## config.mk

```make
export PLATFORM = sky130hd
export DESIGN_NAME = adc_scan_sched
export DESIGN_NICKNAME = d
export VERILOG_FILES = /design/src/rtl/adc_sched_pkg.sv /design/src/rtl/adc_period_timer.sv /design/src/rtl/adc_scan_sched.sv
export SDC_FILE = /design/constraint.sdc
export NUM_CORES = 1
export LEC_CHECK = 0
export CORE_MARGIN = 2
export CORE_UTILIZATION = 55
export DETAILED_ROUTE_END_ITERATION = 7
export PLACE_DENSITY = 0.77
export SETUP_SLACK_MARGIN = 0.5
export SYNTH_ARGS = -nofsm -noshare
export SYNTH_HDL_FRONTEND = slang
export SYNTH_HIERARCHICAL = 1
export SYNTH_SLANG_ARGS = --single-unit
```

## constraint.sdc

```tcl
create_clock -name i_clk -period 3.62 [get_ports i_clk]
set_input_delay 0.362 -clock i_clk [delete_from_list [all_inputs] [get_ports i_clk]]
set_output_delay 0.362 -clock i_clk [all_outputs]
set_load 0.01 [all_outputs]
```

## src/rtl/adc_sched_pkg.sv

```systemverilog
// Shared constants, FSM encoding and helpers for the ADC scan scheduler.
// Imported by adc_scan_sched.
package adc_sched_pkg;

  localparam int unsigned NUM_CH = 8;
  localparam int unsigned CH_W   = 3;
  localparam int unsigned DATA_W = 12;
  localparam int unsigned ACC_W  = 15;

  typedef enum logic [2:0] {
    StIdle,
    StSync,
    StCollect,
    StGuard,
    StPublish
  } sched_state_e;

  typedef logic [ACC_W-1:0]  acc_t;
  typedef logic [DATA_W-1:0] data_t;

  // Divide an accumulated sum by the number of scans and keep the result width.
  function automatic data_t avg_result(input acc_t acc, input logic [1:0] avg_log2);
    acc_t shifted;
    shifted = acc >> avg_log2;
    return shifted[DATA_W-1:0];
  endfunction

endpackage

```

## src/rtl/adc_period_timer.sv

```systemverilog
// Free-running reload counter that produces one tick per frame period while enabled.
// Counts 0..period and ticks on the reload cycle; cleared whenever disabled.
module adc_period_timer #(
  parameter int unsigned PERIOD_W = 16
) (
  input  logic                i_clk,
  input  logic                i_rst_l,
  input  logic                i_enable,
  input  logic [PERIOD_W-1:0] i_period,
  output logic                o_tick
);

  logic [PERIOD_W-1:0] r_cnt;
  logic                w_reload;

  // >= keeps the counter from running past a freshly shortened period.
  assign w_reload = i_enable && (r_cnt >= i_period);
  assign o_tick   = w_reload;

  always_ff @(posedge i_clk or negedge i_rst_l) begin
    if (!i_rst_l) begin
      r_cnt <= '0;
    end else if (!i_enable || w_reload) begin
      r_cnt <= '0;
    end else begin
      r_cnt <= r_cnt + PERIOD_W'(1);
    end
  end

endmodule

```

## src/rtl/adc_scan_sched.sv

```systemverilog
// Scan scheduler for the 8-channel serial ADC engine: triggers scans, averages
// per-channel results over 1/2/4/8 scans and publishes whole frames to a read bank.
module adc_scan_sched
  import adc_sched_pkg::*;
#(
  parameter int unsigned PERIOD_W = 16,
  parameter int unsigned TIMEOUT  = 4096,
  parameter int unsigned GUARD    = 8
) (
  input  logic                i_clk,
  input  logic                i_rst_l,
  input  logic                i_enable,
  input  logic                i_single,
  input  logic [PERIOD_W-1:0] i_period,
  input  logic [NUM_CH-1:0]   i_ch_mask,
  input  logic [1:0]          i_avg_log2,
  input  logic                i_err_clr,
  output logic                o_adc_sync,
  input  logic                i_adc_rd_en,
  input  logic [CH_W-1:0]     i_adc_channel,
  input  logic [DATA_W-1:0]   i_adc_data,
  input  logic                i_rd_req,
  input  logic [CH_W-1:0]     i_rd_addr,
  output logic                o_rd_valid,
  output logic [DATA_W-1:0]   o_rd_data,
  output logic                o_busy,
  output logic                o_frame_done,
  output logic [7:0]          o_seq,
  output logic                o_overrun,
  output logic                o_timeout_err
);

  localparam int unsigned TO_W = $clog2(TIMEOUT + 1);
  localparam int unsigned GD_W = $clog2(GUARD + 1);

  sched_state_e r_state;
  sched_state_e w_state_next;

  logic              w_tick;
  logic              w_trigger;
  logic              w_start;
  logic              w_timeout;
  logic              w_guard_done;
  logic              w_publish;
  logic              w_result;
  logic              w_last_ch;
  logic [2:0]        w_round_max;

  logic [NUM_CH-1:0] r_mask;
  logic [1:0]        r_avg;
  logic [2:0]        r_round;
  logic              r_abort;
  logic [TO_W-1:0]   r_to_cnt;
  logic [GD_W-1:0]   r_guard_cnt;

  logic              r_en_d1;
  logic              r_en_d2;
  logic [CH_W-1:0]   r_ch_d1;
  logic [DATA_W-1:0] r_data_d1;

  acc_t              r_acc  [NUM_CH];
  data_t             r_bank [NUM_CH];

  logic              r_sync;
  logic              r_frame_done;
  logic [7:0]        r_seq;
  logic              r_overrun;
  logic              r_timeout_err;
  logic              r_rd_valid;
  data_t             r_rd_data;

  adc_period_timer #(
    .PERIOD_W (PERIOD_W)
  ) u_period_timer (
    .i_clk    (i_clk),
    .i_rst_l  (i_rst_l),
    .i_enable (i_enable),
    .i_period (i_period),
    .o_tick   (w_tick)
  );

  assign w_trigger   = (w_tick && i_enable) || i_single;
  // A result is the registered rising edge of the engine strobe.
  assign w_result    = r_en_d1 && !r_en_d2;
  assign w_last_ch   = (r_ch_d1 == CH_W'(NUM_CH - 1));
  assign w_round_max = 3'((4'd1 << r_avg) - 4'd1);

  always_ff @(posedge i_clk or negedge i_rst_l) begin
    if (!i_rst_l) begin
      r_state <= StIdle;
    end else begin
      r_state <= w_state_next;
    end
  end

  always_comb begin
    w_state_next = r_state;
    w_start      = 1'b0;
    w_timeout    = 1'b0;
    w_guard_done = 1'b0;
    w_publish    = 1'b0;
    unique case (r_state)
      StIdle: begin
        if (w_trigger) begin
          w_start      = 1'b1;
          w_state_next = StSync;
        end
      end
      StSync: begin
        w_state_next = StCollect;
      end
      StCollect: begin
        if (w_result && w_last_ch) begin
          w_state_next = StGuard;
        end else if (r_to_cnt == TO_W'(TIMEOUT - 1)) begin
          w_timeout    = 1'b1;
          w_state_next = StGuard;
        end
      end
      StGuard: begin
        if (r_guard_cnt == GD_W'(GUARD - 1)) begin
          w_guard_done = 1'b1;
          if (r_abort) begin
            w_state_next = StIdle;
          end else if (r_round != w_round_max) begin
            w_state_next = StSync;
          end else begin
            w_state_next = StPublish;
          end
        end
      end
      StPublish: begin
        w_publish    = 1'b1;
        w_state_next = StIdle;
      end
      default: begin
        w_state_next = StIdle;
      end
    endcase
  end

  // Frame context, round and the two watchdog-style counters.
  always_ff @(posedge i_clk or negedge i_rst_l) begin
    if (!i_rst_l) begin
      r_mask      <= '0;
      r_avg       <= '0;
      r_round     <= '0;
      r_abort     <= 1'b0;
      r_to_cnt    <= '0;
      r_guard_cnt <= '0;
    end else begin
      if (w_start) begin
        r_mask  <= i_ch_mask;
        r_avg   <= i_avg_log2;
        r_round <= '0;
        r_abort <= 1'b0;
      end else begin
        if (w_timeout) begin
          r_abort <= 1'b1;
        end
        if (w_guard_done && (w_state_next == StSync)) begin
          r_round <= r_round + 3'd1;
        end
      end

      if (r_state == StSync) begin
        r_to_cnt <= '0;
      end else if (r_state == StCollect) begin
        r_to_cnt <= r_to_cnt + TO_W'(1);
      end

      if (r_state == StGuard) begin
        r_guard_cnt <= r_guard_cnt + GD_W'(1);
      end else begin
        r_guard_cnt <= '0;
      end
    end
  end

  // Data is captured every cycle so it lines up with the detected strobe edge.
  always_ff @(posedge i_clk or negedge i_rst_l) begin
    if (!i_rst_l) begin
      r_en_d1   <= 1'b0;
      r_en_d2   <= 1'b0;
      r_ch_d1   <= '0;
      r_data_d1 <= '0;
    end else begin
      r_en_d1   <= i_adc_rd_en;
      r_en_d2   <= r_en_d1;
      r_ch_d1   <= i_adc_channel;
      r_data_d1 <= i_adc_data;
    end
  end

  always_ff @(posedge i_clk or negedge i_rst_l) begin
    if (!i_rst_l) begin
      for (int i = 0; i < NUM_CH; i++) begin
        r_acc[i]  <= '0;
        r_bank[i] <= '0;
      end
    end else begin
      if (w_start) begin
        for (int i = 0; i < NUM_CH; i++) begin
          r_acc[i] <= '0;
        end
      end else if ((r_state == StCollect) && w_result) begin
        r_acc[r_ch_d1] <= r_acc[r_ch_d1] + ACC_W'(r_data_d1);
      end

      if (w_publish) begin
        for (int i = 0; i < NUM_CH; i++) begin
          if (r_mask[i]) begin
            r_bank[i] <= avg_result(r_acc[i], r_avg);
          end
        end
      end
    end
  end

  // Status flags and host read port; a sticky set beats a same-cycle clear.
  always_ff @(posedge i_clk or negedge i_rst_l) begin
    if (!i_rst_l) begin
      r_sync        <= 1'b0;
      r_frame_done  <= 1'b0;
      r_seq         <= '0;
      r_overrun     <= 1'b0;
      r_timeout_err <= 1'b0;
      r_rd_valid    <= 1'b0;
      r_rd_data     <= '0;
    end else begin
      r_sync       <= (r_state == StSync);
      r_frame_done <= w_publish;
      if (w_publish) begin
        r_seq <= r_seq + 8'd1;
      end

      if (w_trigger && (r_state != StIdle)) begin
        r_overrun <= 1'b1;
      end else if (i_err_clr) begin
        r_overrun <= 1'b0;
      end

      if (w_timeout) begin
        r_timeout_err <= 1'b1;
      end else if (i_err_clr) begin
        r_timeout_err <= 1'b0;
      end

      r_rd_valid <= i_rd_req;
      if (i_rd_req) begin
        r_rd_data <= r_bank[i_rd_addr];
      end
    end
  end

  assign o_adc_sync    = r_sync;
  assign o_busy        = (r_state != StIdle);
  assign o_frame_done  = r_frame_done;
  assign o_seq         = r_seq;
  assign o_overrun     = r_overrun;
  assign o_timeout_err = r_timeout_err;
  assign o_rd_valid    = r_rd_valid;
  assign o_rd_data     = r_rd_data;

endmodule

```

==> reports/results.ini, run 1 <==
[route]
via_count=13129
postRouteWirelength_um=46000
wl_per_cell_um=22.6
antenna_left=0
drc=0
drt_iter0_drc=1251
drt-vias-per-instance=6.44
drt_first_pass_iters=6

[hold_path]
hold_class=in -> reg
holdCritStartpoint=i_adc_data[2]
timing.hold.worst_endpoint=r_data_d1[2]$_DFF_PN0_
hold_depth=1

[cells_and_area]
final_nets=1709
final_core_util_pct=67.4
area_growth_pct=20.9
num_antenna_cells=0
drive_above_1_share_pct=25.6
fin_area_um2=19900

[power]
p_comb_share_pct=29.2
p_clk_share_pct=32.0
p_int_mw=7.72
power_density_nw_per_um2=593
netSwitchingPower_mw=4.09
p_seq_share_pct=38.8
p_leak_nw=8.92
ir_drop_uv=308
switching_share_pct=34.6

[critical_path]
critPathRequiredTime_ns=4.01
path_class=reg -> reg
crit_fanout=8
reg2regPathDepth=11
cp-start-kind=flop
r2r_slack_ns=0.33
rr_startpoint=r_ch_d1[1]$_DFF_PN0_
crit_path_end_kind=flop
cp.arrival_ns=3.68
rr_endpoint=r_acc[24]$_DFFE_PN0P_

[cts]
path_clk_slew_ns=0.06
cts_tree=done
clk_path_buf_depth=3
cts_max_level=2
ctsRootBufferMaster=clkbuf_16
clock_latency_ns=0.52
clkSinkCount=308
cts_made_buffers=35

[floorplan]
start_util_pct=55.8
rows=63
fp.coreArea_um2=29600
die_h_um=177
fp.dieW_um=177
dieArea_um2=31400
io_pins=77

[sta]
setup_tns_ns=0
finalCritPeriodShare_pct=90.8
fmax_mhz=304
slew_violations=0
period_needed_ns=3.29
slew_headroom_pct=21.0
fin_skew_ns=0.0236
worstMarginPinSlew_ns=1.19
rsz0062_at_grt=yes
hold_viol=0
finalSetupViolCount=0

[synthesis]
synth_most_common_cell=dfrtp_1
netlist_area_um2=16500
ys_seq_area_share_pct=46.7
synth.area.top_cells=dfrtp_1, mux4_2, mux2_2
ys.warnings.count=6
syn_inst=1526
yosys_most_used_dff=dfrtp_1
yosys.area.top_type=dfrtp_1
synth-async-reset-ratio_pct=100
syn_nets=1611
synth-edff-count=0
ys_types=64
ys_ff_latch=308
yosys-top-cells-count=dfrtp_1, o21ai_0, nand3_1
synth_top_area_share_pct=46.7
syn_area_per_cell_um2=10.8

[global_routing]
grt_pass1_wl_um=71800
grt_antenna_before_repair=0
grt.total_usage_pct=29.5
grt-ovfl-total=0
first_global_vias=12837
grt_max_degree=94

[flow_run]
max-cap-violations=0

[placement]
port_buffers=76
place_area_um2=17900
place.gp.congestion=1.04
post-dp-hpwl_um=31300

[outcome]
outcome=complete, no violations

stage by stage:
| step | cells | total power [mW] | setup WS, ns | hold slack, ns |
|---|---|---|---|---|
| 3_5_place_dp | 1938 | 7.61 | 0.172 | 0.371 |
| 6_report | 2040 | 11.8 | 0.335 | 0.280 |
| 4_1_cts | 2026 | 11.5 | 0.349 | 0.274 |
| 5_1_grt | 2040 | 12.3 | 0.219 | 0.275 |
| 2_1_floorplan | 1526 | 6.48 | 0.399 | 0.0664 |
| 3_3_place_gp | 1938 | 7.52 | 0.275 | 0.367 |
repair_timing:
| action | CTS | global route |
|---|---|---|
| pin swaps | 32 | 50 |
| endpoints found under the setup margin | 56 | 70 |
| buffers inserted | 24 | 14 |
| gates cloned | 0 | 0 |
| hold endpoints to repair | 86 | 0 |
| resized for setup | 58 | 88 |
| hold buffers | 1 | 0 |
critical path, stage by stage, from the launching register on:
cell and delay [ns]:
dfrtp_2 0.42, buf_8 0.13, mux4_2 0.49, mux2_4 0.31, ha_4 0.23, and2_4 0.17
a221oi_4 0.33, a21oi_4 0.12, o211a_1 0.25, a211oi_4 0.25, xnor2_4 0.17, mux2_4 0.29
how the worst max path moves through the flow:
stage	slack, ns	start	end	cells after the start
after floorplan	0.40	r_ch_d1[2]$_DFF_PN0_	r_acc[24]$_DFFE_PN0P_	14
after global placement	0.28	r_ch_d1[2]$_DFF_PN0_	r_acc[23]$_DFFE_PN0P_	14
after detailed placement	0.17	r_ch_d1[2]$_DFF_PN0_	r_acc[24]$_DFFE_PN0P_	12
after CTS	0.35	r_ch_d1[2]$_DFF_PN0_	r_acc[29]$_DFFE_PN0P_	14
after global routing	0.22	r_ch_d1[0]$_DFF_PN0_	r_acc[26]$_DFFE_PN0P_	14
final	0.33	r_ch_d1[1]$_DFF_PN0_	r_acc[24]$_DFFE_PN0P_	11
sequential cells by signal, indices dropped and copies added, names as in the netlist, 2 cells and up:
signal,cells
r_ch_d1,3
o_seq,8
r_state,3
r_to_cnt,13
r_acc,120
r_bank,96
r_round,3
r_mask,8
u_period_timer/r_cnt,16
o_rd_data,12
r_data_d1,12
r_guard_cnt,4
r_avg,2
cells in the final DEF (no fill, tap or decap), drive strengths merged, types with 4 or more instances in the layout:
master	instances
a31oi	5
and3	15
inv	29
xor2	21
nor3	7
clkinv	9
and4	6
and2	8
clkdlybuf4s50	74
buf	95
nor2	77
dfrtp	308
a21o	5
mux2i	84
mux2	90
o31ai	4
xnor2	17
a211oi	20
o211ai	8
a21oi	65
a22o	4
a221oi	13
nand2b	8
clkbuf	49
ha	33
nand3	133
bufinv	5
o21ai	178
nand4	15
a31o	7
nor2b	23
mux4	66
nand2	127
a22oi	10
final cells by class:
cell class | instances | area (µm²)
repair buffers | 170 | 1590
clock buffers | 49 | 1040
well taps | 390 | 488
inverters | 29 | 111
flip-flops and latches | 308 | 7720
clock inverters | 14 | 206
multi-input cells | 1080 | 8770
fillers | 2144 | 9630
power by group through the flow:
| stage | clock (mW) | sequential [mW] | combinational (mW) |
|---|---|---|---|
| 2_1_floorplan | 0 | 4.15 | 2.33 |
| 3_3_place_gp | 0 | 4.55 | 2.97 |
| 3_5_place_dp | 0 | 4.57 | 3.04 |
| 4_1_cts | 3.82 | 4.52 | 3.19 |
| 5_1_grt | 3.97 | 4.61 | 3.70 |
| 6_report | 3.78 | 4.58 | 3.45 |
kinds of logic (layout without fill, tap and decap cells):
kind of cell	after synthesis	in the layout	synth area share [%]
compound gates	338	338	12.2
xor+xnor	38	38	2.06
fa+ha+maj	34	34	2.63
buf+inv	138	262	3.40
flops	308	308	46.7
mux	240	240	20.3
simple gates	430	430	12.7
layer usage:
metal,global-route usage [%],wire length (µm),up-vias,part of all wire [%]
met5,0,0,-,0
met4,10.7,1750,0,3.8
met3,6.23,4620,137,10
met2,44.2,20600,682,45
met1,42.7,19100,6496,41
li1,-,-,5814,-
No activity file was read; power rests on OpenSTA's default activity.
==> run 2: changes to the inputs <==
Settings changed: REMOVE_ABC_BUFFERS set to 1.
==> run 2 against run 1 <==
Global-route usage is 0.28 points higher. Sequential share of layout area increased by 0.42 points. Cell count down 0.34%. Cell area is 1.1% lower. Critical path type unchanged. Critical endpoint unchanged. Largest cell class unchanged.
==> reports/results.ini, run 2 (synthesis results as in run 1) <==
[hold_path]
hold_class=in -> reg

[placement]
port_buffers=76  ; unchanged
dp_cells=1950  ; +0.62%
place.gp.congestion=0.938  ; -9.5%
place_area_um2=17900  ; +0.11%
post-dp-hpwl_um=31200  ; -0.34%

[route]
drt_first_pass_iters=6  ; unchanged
wl_per_cell_um=22.6  ; +0.28%
drt-vias-per-instance=6.36  ; -1.2%
via_count=12929  ; -1.5%
antenna_left=0  ; unchanged
drt_iter0_drc=1480  ; +18%
postRouteWirelength_um=46000  ; about the same
drc=0  ; unchanged

[critical_path]
cp-start-kind=flop
path_cells=buf_12 > mux4_2 > mux2_4 > ha_4 > buf_6 > and2_4 > a221oi_4 > a21oi_4 > o211a_1 > a211oi_2 > xnor2_2 > mux2_4
critPathRequiredTime_ns=4.02  ; about the same
worst-path-buf-inv=2  ; +1
cp_common_cell=mux2_4
cp_slowest_cell=mux4_2
cp.arrival_ns=3.82  ; +0.14 ns
crit_fanout=8  ; unchanged
crit_path_end_kind=flop
cp_top_family=multiplexers
path_class=reg -> reg
worst_path_largest_cell_delay_ns=0.50  ; about the same

[power]
power_density_nw_per_um2=580  ; -2.2%
p_leak_nw=8.82  ; -1.0%
netSwitchingPower_mw=3.99  ; -2.4%
p_comb_share_pct=29.3  ; about the same
switching_share_pct=34.9  ; +0.29 points
p_seq_share_pct=39.9  ; +1.1 points
total_power_mw=11.4  ; -3.2%
ir_drop_uv=424  ; +38%
p_clk_share_pct=30.8  ; -1.2 points
p_int_mw=7.44  ; -3.7%

[cells_and_area]
largest_reg_flops=120  ; unchanged
fin_cells=2033  ; -0.34%
largest_register=r_acc
multi_input_area_um2=8690  ; -0.98%
fin_area_um2=19700  ; -1.1%
layout_common_cells=dfrtp_1, nand3_1, o21ai_0
final_nets=1704  ; -0.29%
drive_above_1_share_pct=25.0  ; -0.61 points
final_core_util_pct=66.7  ; -0.72 points
reg_top3=r_acc x120, r_bank x96, u_period_timer/r_cnt x16
area_growth_pct=19.6
nFillCells=2166  ; +1.0%
final_common_cell=dfrtp_1
seq_area_um2=7720  ; unchanged

[outcome]
outcome=complete, no violations

[cts]
cts_made_buffers=34  ; -2.9%
path_clk_slew_ns=0.06  ; about the same
clk_path_buf_depth=3  ; unchanged
cts_max_level=2  ; unchanged
clkSinkCount=308  ; unchanged
ctsRootBufferMaster=clkbuf_16
cts_tree=done
clock_latency_ns=0.51  ; about the same

[floorplan]
die_h_um=177  ; unchanged
rows=63  ; unchanged
dieArea_um2=31400  ; unchanged
fp.dieW_um=177  ; unchanged
io_pins=77  ; unchanged
start_util_pct=55.8  ; unchanged
fp.coreArea_um2=29600  ; unchanged

[global_routing]
grt.total_usage_pct=29.8  ; +0.28 points
grt_antenna_before_repair=0  ; unchanged
grt_pass1_wl_um=71900  ; +0.14%
grt_max_degree=103  ; +9.6%
grt-ovfl-total=0  ; unchanged
first_global_vias=12658  ; -1.4%

[sta]
hold_slack_ns=0.299  ; +0.0185 ns
period_needed_ns=3.42  ; +0.135 ns
slew_headroom_pct=26.3  ; +5.3 points
rsz0062_at_grt=yes
worstMarginPinSlew_ns=1.11  ; -0.0791 ns
finalCritPeriodShare_pct=94.5  ; +3.7 points
finalSetupViolCount=0  ; unchanged
fmax_mhz=292  ; -3.9%
slew_violations=0  ; unchanged
hold_viol=0  ; unchanged
fin_skew_ns=0.0219  ; -0.00164 ns

[flow_run]
max-cap-violations=0  ; unchanged

run 2: what timing repair did:
action | 4_1_cts | 5_1_grt
setup buffers | 12 | 10
gates resized for setup | 62 | 92
endpoints found under the hold margin | 94 | 0
pin swaps | 22 | 46
endpoints found under the setup margin | 72 | 95
hold buffers | 1 | 0
run 2: area by class of cell:
class	instances	area share, %
multi-input combinational	1080	44.1
sequential	308	39.1
timing repair buffer	166	8.03
clock buffer	49	5.06
tap	390	2.47
clock inverter	10	0.673
inverter	29	0.552
antenna	1	0.0127
run 2: worst paths after layout:
| path | startpoint | to | depth (start not counted) | slack (ns) |
|---|---|---|---|---|
| setup / recovery | r_ch_d1[1]$_DFF_PN0_ | r_acc[24]$_DFFE_PN0P_ | 12 | 0.20 |
| hold / removal | i_adc_rd_en | r_en_d1$_DFF_PN0_ | 1 | 0.30 |
| setup reg to reg | r_ch_d1[1]$_DFF_PN0_ | r_acc[24]$_DFFE_PN0P_ | 12 | 0.20 |
| hold reg to reg | r_en_d1$_DFF_PN0_ | r_en_d2$_DFF_PN0_ | 0 | 0.40 |
| max in group asynchronous | i_rst_l | r_acc[63]$_DFFE_PN0P_ | 3 | 2.14 |
| min in group asynchronous | i_rst_l | u_period_timer/r_cnt[10]$_DFF_PN0_ | 2 | 0.49 |
run 2: power by group through the flow:
stage | Sequential (mW) | Combinational, mW | Clock (mW)
after floorplan | 4.54 | 1.95 | 0
after global placement | 4.55 | 2.95 | 0
after detailed placement | 4.56 | 3.01 | 0
after CTS | 4.51 | 3.14 | 3.56
after global routing | 4.60 | 3.63 | 3.69
final | 4.57 | 3.34 | 3.52
run 2: layer usage:
| layer | global-route usage, % | part of all wire, % |
|---|---|---|
| met3 | 5.80 | 9.2 |
| met5 | 0 | 0 |
| met2 | 45.2 | 46 |
| met4 | 10.3 | 3.3 |
| met1 | 43.2 | 42 |
run 2: through the flow:
stage	setup slack [ns]	TNS, ns
after floorplan	-1.36	-193.40
after detailed placement	-0.0316	-0.0811
final	0.200	0
after global routing	0.0965	0
after CTS	0.305	0
after global placement	0.0261	0
==> run 3: changes to the inputs <==
Settings changed: CAP_MARGIN set to 40.
==> run 3 against run 2 <==
Register-to-register slack barely moved. Hold slack got worse by 0.013 ns. Sequential share of layout area barely moved. Critical endpoint is now r_acc[101]$_DFFE_PN0P_. Largest power group unchanged. Cell area barely moved. Critical path type unchanged. Clock power fell by 5%.
==> reports/results.ini, run 3 (synthesis results as in run 1) <==
[route]
drc=0  ; unchanged
drt_iter0_drc=1301  ; -12%
drt-vias-per-instance=6.32  ; -0.57%
via_count=12900  ; -0.22%
drt_first_pass_iters=7  ; +1
postRouteWirelength_um=45900  ; -0.15%
wl_per_cell_um=22.5  ; -0.49%
antenna_left=0  ; unchanged

[global_routing]
grt_pass1_wl_um=71400  ; -0.71%
grt_max_degree=103  ; unchanged
grt-ovfl-total=0  ; unchanged
grt.total_usage_pct=29.6  ; -0.19 points
first_global_vias=12610  ; -0.38%
grt_antenna_before_repair=0  ; unchanged

[critical_path]
crit_path_end_kind=flop
cp.arrival_ns=3.79  ; -0.03 ns
path_class=reg -> reg
path_cells=buf_12 > mux4_2 > mux2_4 > ha_4 > buf_6 > and2_4 > a221oi_4 > a21oi_4 > buf_4 > buf_6 > o21bai_4 > a2111oi_4 > buf_4 > o21ai_1 > o211ai_1
crit_fanout=6  ; -2
worst_path_largest_cell_delay_ns=0.50  ; about the same
critPathRequiredTime_ns=4.00  ; -0.02 ns
cp-start-kind=flop
cp_slowest_cell=mux4_2

[sta]
fmax_mhz=293  ; +0.29%
finalCritPeriodShare_pct=94.2  ; -0.27 points
finalSetupViolCount=0  ; unchanged
worstMarginPinSlew_ns=0.882  ; -0.224 ns
slew_headroom_pct=41.1  ; +15 points
hold_viol=0  ; unchanged
slew_violations=0  ; unchanged
setup_tns_ns=0  ; unchanged
period_needed_ns=3.41  ; -0.00979 ns
fin_skew_ns=0.0159  ; -0.00608 ns
rsz0062_at_grt=yes

[cells_and_area]
num_antenna_cells=0  ; -1
layout_common_cells=dfrtp_1, o21ai_0, nand3_1
final_nets=1711  ; +0.41%
largest_reg_flops=120  ; unchanged
reg_top3=r_acc x120, r_bank x96, u_period_timer/r_cnt x16
final_common_cell=dfrtp_1
largest_register=r_acc
area_growth_pct=19.5  ; about the same
drive_above_1_share_pct=24.5  ; -0.48 points

[outcome]
outcome=complete, no violations

[power]
power_density_nw_per_um2=570  ; -1.7%
ir_drop_uv=435  ; +2.7%
p_leak_nw=8.84  ; +0.17%
total_power_mw=11.2  ; -1.8%

[floorplan]
fp.dieW_um=177  ; unchanged
fp.coreArea_um2=29600  ; unchanged
start_util_pct=55.8  ; unchanged
dieArea_um2=31400  ; unchanged
rows=63  ; unchanged
io_pins=77  ; unchanged
die_h_um=177  ; unchanged

[placement]
port_buffers=76  ; unchanged
post-dp-hpwl_um=31400  ; +0.41%
place.gp.congestion=0.938  ; unchanged

[cts]
clock_latency_ns=0.52  ; about the same
clk_path_buf_depth=3  ; unchanged
cts_max_level=2  ; unchanged
ctsRootBufferMaster=clkbuf_16
cts_made_buffers=34  ; unchanged
clkSinkCount=308  ; unchanged
cts_tree=done
path_clk_slew_ns=0.06  ; about the same

[hold_path]
hold_class=in -> reg

[flow_run]
max-cap-violations=0  ; unchanged

run 3: cell types whose count changed in the layout (fill, tap and decap cells not counted), sizes merged:
| cell | before | now |
|---|---|---|
| buf | 91 | 98 |
| clkinv | 6 | 9 |
| bufinv | 3 | 1 |
| clkbuf | 49 | 48 |
| clkinvlp | 0 | 1 |
| diode | 1 | 0 |
run 3: metal layers:
layer / up-vias / wire length (µm) / track usage [%]
li1: 5792 / - / -
met1: 6359 / 19300 / 42.4
met2: 628 / 20600 / 44.9
met3: 121 / 4210 / 5.41
met4: 0 / 1830 / 12.0
met5: - / 0 / 0
run 3: stage by stage:
step	worst slack (ns)	util (%)	std cells	hold WS [ns]	cell area (µm²)
3_5_place_dp	-0.0327	60.8	1953	0.378	18000
3_3_place_gp	0.0261	60.6	1950	0.365	17900
2_1_floorplan	-1.36	-	1417	0.0664	16000
6_report	0.209	66.7	2040	0.286	19700
5_1_grt	0.0999	66.7	2040	0.281	19700
4_1_cts	0.276	65.7	2033	0.272	19400
run 3: path summary, 6_finish.rpt:
check | startpoint | end | slack (ns) | cells past startpoint
max reg2reg | r_ch_d1[1]$_DFF_PN0_ | r_acc[101]$_DFFE_PN0P_ | 0.21 | 15
max in group asynchronous | i_rst_l | r_acc[1]$_DFFE_PN0P_ | 2.15 | 3
min | i_adc_data[7] | r_data_d1[7]$_DFF_PN0_ | 0.29 | 1
min in group asynchronous | i_rst_l | u_period_timer/r_cnt[8]$_DFF_PN0_ | 0.49 | 2
max | r_ch_d1[1]$_DFF_PN0_ | r_acc[101]$_DFFE_PN0P_ | 0.21 | 15
min reg2reg | r_en_d1$_DFF_PN0_ | r_en_d2$_DFF_PN0_ | 0.38 | 0
run 3: cell type report:
class	instances	area [µm²]
Inverter	29	109
Clock inverter	12	91.3
Timing Repair Buffer	173	1680
Sequential cell	308	7720
Clock buffer	48	965
Fill cell	2201	9860
Tap cell	390	488
Multi-Input combinational cell	1080	8650
run 3: report_power, final:
group          leakage (nW)  internal (mW)  switching [mW]
combinational          4.12           1.50            1.83
sequential             4.19           3.82           0.741
clock                 0.525           1.93            1.40
run 3: repair_timing:
item                                    4_1_cts  5_1_grt
resized for setup                            73       65
endpoints found under the setup margin       68       96
endpoints found under the hold margin        94        0
hold buffers                                  1        0
pin swaps                                    37       39
setup buffers                                19        7
run 3: critical path: cells and delay by family (launching register included):
| kind | cells | cell delay (ns) |
|---|---|---|
| compound gates | 6 | 1.00 |
| fa+ha+maj | 1 | 0.25 |
| buf+inv | 5 | 0.67 |
| flops | 1 | 0.40 |
| mux | 2 | 0.81 |
| simple gates | 1 | 0.15 |
